`src/rtl/mux_2x1.sv`:
```
// Registered 2:1 multiplexer with a configurable-depth output pipeline.
// Stage 0 captures the mux result, in_valid and sel. Each later stage copies the
// stage before it. The last stage drives the outputs. en freezes the whole pipe,
// and rst clears it synchronously. rst takes priority over en.
module mux_2x1 #(
  parameter int unsigned WIDTH   = 32,
  parameter int unsigned LATENCY = 1
) (
  input  logic             clk,
  input  logic             rst,
  input  logic             en,
  input  logic             in_valid,
  input  logic [WIDTH-1:0] data0,
  input  logic [WIDTH-1:0] data1,
  input  logic             sel,
  output logic [WIDTH-1:0] data_out,
  output logic             out_valid,
  output logic             sel_out
);

  // Index 0 of each chain is the new sample. Index k is the output of stage k-1.
  // Using the chains keeps every slice constant, including when LATENCY == 1.
  logic [LATENCY:0][WIDTH-1:0]   data_chain;
  logic [LATENCY:0]              valid_chain;
  logic [LATENCY:0]              sel_chain;

  logic [LATENCY-1:0][WIDTH-1:0] data_q, data_d;
  logic [LATENCY-1:0]            valid_q, valid_d;
  logic [LATENCY-1:0]            sel_q, sel_d;

  // Next state: the selected operand enters stage 0, and every stage shifts down one.
  always_comb begin
    data_chain  = {data_q, (sel ? data1 : data0)};
    valid_chain = {valid_q, in_valid};
    sel_chain   = {sel_q, sel};
    data_d      = data_chain[LATENCY-1:0];
    valid_d     = valid_chain[LATENCY-1:0];
    sel_d       = sel_chain[LATENCY-1:0];
  end

  // Pipeline registers. A reset clears everything in flight. en gates the shift.
  always_ff @(posedge clk) begin
    if (rst) begin
      data_q  <= '0;
      valid_q <= '0;
      sel_q   <= '0;
    end else if (en) begin
      data_q  <= data_d;
      valid_q <= valid_d;
      sel_q   <= sel_d;
    end
  end

  assign data_out  = data_q[LATENCY-1];
  assign out_valid = valid_q[LATENCY-1];
  assign sel_out   = sel_q[LATENCY-1];

endmodule

```
`config.mk`:
```
export PLATFORM = sky130hd
export DESIGN_NAME = mux_2x1
export DESIGN_NICKNAME = d
export VERILOG_FILES = /design/src/rtl/mux_2x1.sv
export SDC_FILE = /design/constraint.sdc
export NUM_CORES = 1
export LEC_CHECK = 0
export BUFFER_PORTS_ARGS = -buffer_cell sky130_fd_sc_hd__clkbuf_2
export CAP_MARGIN = 40
export CORE_AREA = 3 3 68 70
export DETAILED_ROUTE_END_ITERATION = 8
export DIE_AREA = 0 0 71 73
export GPL_ROUTABILITY_DRIVEN = 1
export PLACE_DENSITY = 0.71
export RECOVER_POWER = 25
export SYNTH_ARGS = -nofsm -noshare
export SYNTH_HDL_FRONTEND = slang
export SYNTH_SLANG_ARGS = --single-unit
```
`constraint.sdc`:
```
create_clock -name clk -period 0.9 [get_ports clk]
set_input_delay 0.225 -clock clk [delete_from_list [all_inputs] [get_ports clk]]
set_output_delay 0.225 -clock clk [all_outputs]
set_load 0.005 [all_outputs]
```
== After elaboration in Yosys (flattened, before gate mapping) ==
Cells that the tools add are included.

* Flip-flop bits (word level): 34
* Bits in read-only memories: 0
* Memories: 0
* Bits in writable memories: 0
* Bits in latches: 0
* Input port bits: 69
* Output and inout port bits: 34
* Word-level logic and storage cells: 4

* $add $sub $neg: 0
* Magnitude comparators: 0
* $mul: 0
* Bitwise operators: 0
* Divide/modulo/power cells: 0
* Multiplexer cells: 1
* Shift operators: 0
* Reductions and logical operators: 0
* Equality and inequality tests: 0

{| class="wikitable"
|+ Operators with widths
! cell !! number
|-
| $mux 32 || 1
|}

== Longest topological paths before layout ==
* Word-level depth: 1
* Depth in mapped cells: 4

== Worst setup path before layout ==
Ideal clock, no wire load.

* Path kind: input to register
* Start point: input port rst
* End point: register data_q (netlist bit data_out[10])
* Stages: 3
* Buffers on the path: 2
* Arrival time: 0.761 ns
* Data required time: 0.762 ns
* Slack: 0.002 ns
* Cells stage by stage: clkbuf_1 clkbuf_1 a211oi_1

{| class="wikitable"
|+ RTL lines
! what !! RTL line !! RTL
|-
| start, declared || 10 || <nowiki>input logic rst,</nowiki>
|-
| end signal, assigned || 48 || <nowiki>data_q <= data_d;</nowiki>
|-
| end, declared || 27 || <nowiki>logic [LATENCY-1:0][WIDTH-1:0] data_q, data_d;</nowiki>
|}

No word-level cell between the ends.

== Worst setup path after layout ==
* Start point: register data_q (netlist bit data_out[26])
* End point: output port data_out[26]

{| class="wikitable"
|+ RTL lines
! what !! RTL line !! RTL
|-
| end, declared || 16 || <nowiki>output logic [WIDTH-1:0] data_out,</nowiki>
|}

No word-level cell between the ends.

==> results.md <==
* #FFs+latches synth at 34
* Fmax at 1060 MHz
* Die width at 71 um
* Commonest non-fill, non-tap cell in the layout: clkbuf_2
* Post-Syn Area at 0.00151 mm2
* Minimum clock period at 946 ps
* Worst EP required at 670 ps
* Clk_skew at 0 ps
* CORE AREA at 0.00403 mm2
* CTS Root Cell: clkbuf_8
* PortBufs at 102
* Largest area contributor in the netlist: dfxtp_1
* Total power at 3.45 mW
* First-pass GRT wire length at 5.93 mm
* Register area share after synthesis at 0.451
* Std cell rows at 23
* Footprint of the multi-input gates at 708 um2
* CP Buf/Inv Count at 1
* Period utilisation layout at 1.05
* Distinct cells, synth at 9
* Worst-Skew Late Latency at 280 ps
* DRT Pass-1 Iters at 4
* Largest net degree at the start of global routing at 35
* Max capacitance violation total at 0
* CP max stage cell: dfxtp_2
* Worst Path Arrival at 720 ps
* Final setup TNS at -1130 ps
* Filler Cells Inserted at 366
* Maximum fanout along the worst path at 2
* Overall die height at 73 um
* Gr ovfl total at 0
* CTS tree: done
* Slew headroom at 0.774
* Worst vdd ir at 0.730 mV
* Cells after Synth at 149
* RSZ-0062 raised after global routing: true
* GRT Overall Usage at 0.145
* Wirelength, routed at 3.86 mm
* Clock sinks at 34
* Slack of the critical path at -46.2 ps
* Post-DRT Antenna Nets at 0
* Worst-path clk slew at 70 ps
* # diodes at 0
* Max Root-Sink Buffers at 2
* Area delta synth->final at 52.7%
* Register area at 723 um2
* Syn Area/Cell at 10.1 um2
* Cell breakdown of the critical path: clkbuf_2
* H-tree depth at 2
* Slew Limit Fails at 0
* Antenna violations before repair at 0
* DR WL/cell at 12.4 um
* Final setup fails at 34
* Io pins at 103
* Failing checks: negative setup slack
* Final GP Congestion at 0.686
* Crit path capture type: output pin
* Via Count at 1,512
* Worst-margin pin slew at 338 ps
* Ranking of synthesized cells by area: dfxtp_1 (45%), mux2i_1 (23%), a211oi_1 (16%), nor2_1 (8.5%), buf_12 (4.0%)
* Lkg Pwr at 1.18 nW
* Vias in the first global route at 1,376
* Post-route DRC at 0
* Syn_nets at 218
* CP Launch Type: flop
* Count of nets after finishing at 330
* Starting Density at 0.375
* Die area at 0.00518 mm2
* Hold crit path type: input pin to flop
* Vias/cell at 4.86
* Critical Setup Path Class: flop to output pin
* CP peak stage delay at 330 ps
* Synth Warn # at 0
* Dominant delay contributor by cell family on the critical path: flip-flops
* Num CTS Buffers at 5
* Commonest cells after routing, fill and taps aside: clkbuf_2 (96), mux2i_1 (34), nor2_1 (34), dfxtp_2 (34), a211oi_1 (32)
* Post-Place Setup Slack at -132 ps
* Final HPWL from detailed placement at 2.79 mm
* Layout cell share with drive strength beyond 1 at 0.609
* 1st-iter DRT viols at 49
* Status: finished with violations
* Pwr dens at 1500 mW/mm2
* Top-area cell type share of the netlist area at 0.451
* Final hold viol count at 0
==> where the power goes <==
part / internal [mW] / total, mW / leakage [nW] / switching (mW)
combinational: 0.413 / 0.709 / 0.849 / 0.296
clock: 0.532 / 1.04 / 0.0383 / 0.512
sequential: 1.64 / 1.70 / 0.292 / 0.0597
==> flip-flops by register name (all words and copies together), names as in the netlist <==
| register | cells |
|---|---|
| out_valid | 1 |
| sel_out | 1 |
| data_out | 32 |
==> what timing repair did <==
action	4_1_cts	5_1_grt
endpoints found under the setup margin	34	34
gates resized for setup	34	11
hold buffers	0	0
buffers inserted	2	10
==> layout make-up <==
cell class,count,area share
multi-input cells,100,0.307
well taps,50,0.0272
flip-flops and latches,34,0.314
repair buffers,120,0.318
clock buffers,7,0.0331
==> worst register-to-register path, cell delays in order, from the launching register on <==
cell and delay, ps:
dfxtp_2 320, buf_4 90, buf_4 90, nor2_1 30, a211oi_1 190
==> Yosys cell counts <==
library cell,count
dfxtp_1,34
buf_6,1
buf_2,3
mux2i_1,34
a211oi_1,32
nor2_1,34
buf_12,3
buf_4,1
clkbuf_1,7
==> through the flow <==
step                instance area [um2]  utilization  hold WS [ps]  instances
global placement                   2080        0.517           469        292
detailed placement                 2080        0.517           475        292
finish                             2300        0.572           179        311
floorplan                          1510            -           372        149
CTS                                2220        0.550           173        301
global route                       2300        0.572           221        311
==> per-layer routing <==
layer	wire [um]	share of wire	up-vias	GRT usage
met2	1830	0.48	73	0.248
met5	0	0	-	0
met3	429	0.11	6	0.0579
met4	54	0.014	0	0.0564
met1	1540	0.40	673	0.162
li1	-	-	760	-
==> path summary, 6_finish.rpt <==
check | startpoint | endpoint | slack (ps) | depth (start not counted)
worst max register to register | data_out[6]$_SDFFE_PP0P_ | data_out[6]$_SDFFE_PP0P_ | 90 | 4
worst min-delay path | in_valid | out_valid$_SDFFE_PP0P_ | 180 | 3
worst max-delay path | data_out[26]$_SDFFE_PP0P_ | data_out[26] | -50 | 1
worst min register to register | data_out[8]$_SDFFE_PP0P_ | data_out[8]$_SDFFE_PP0P_ | 480 | 2
==> cell families after synthesis <==
| family | Yosys count | synth area share |
|---|---|---|
| compound gates | 32 | 0.159 |
| buf+inv | 15 | 0.0796 |
| flops | 34 | 0.451 |
| mux | 34 | 0.226 |
| simple gates | 34 | 0.0846 |
Note: power is estimated with default switching activity, not from simulation.
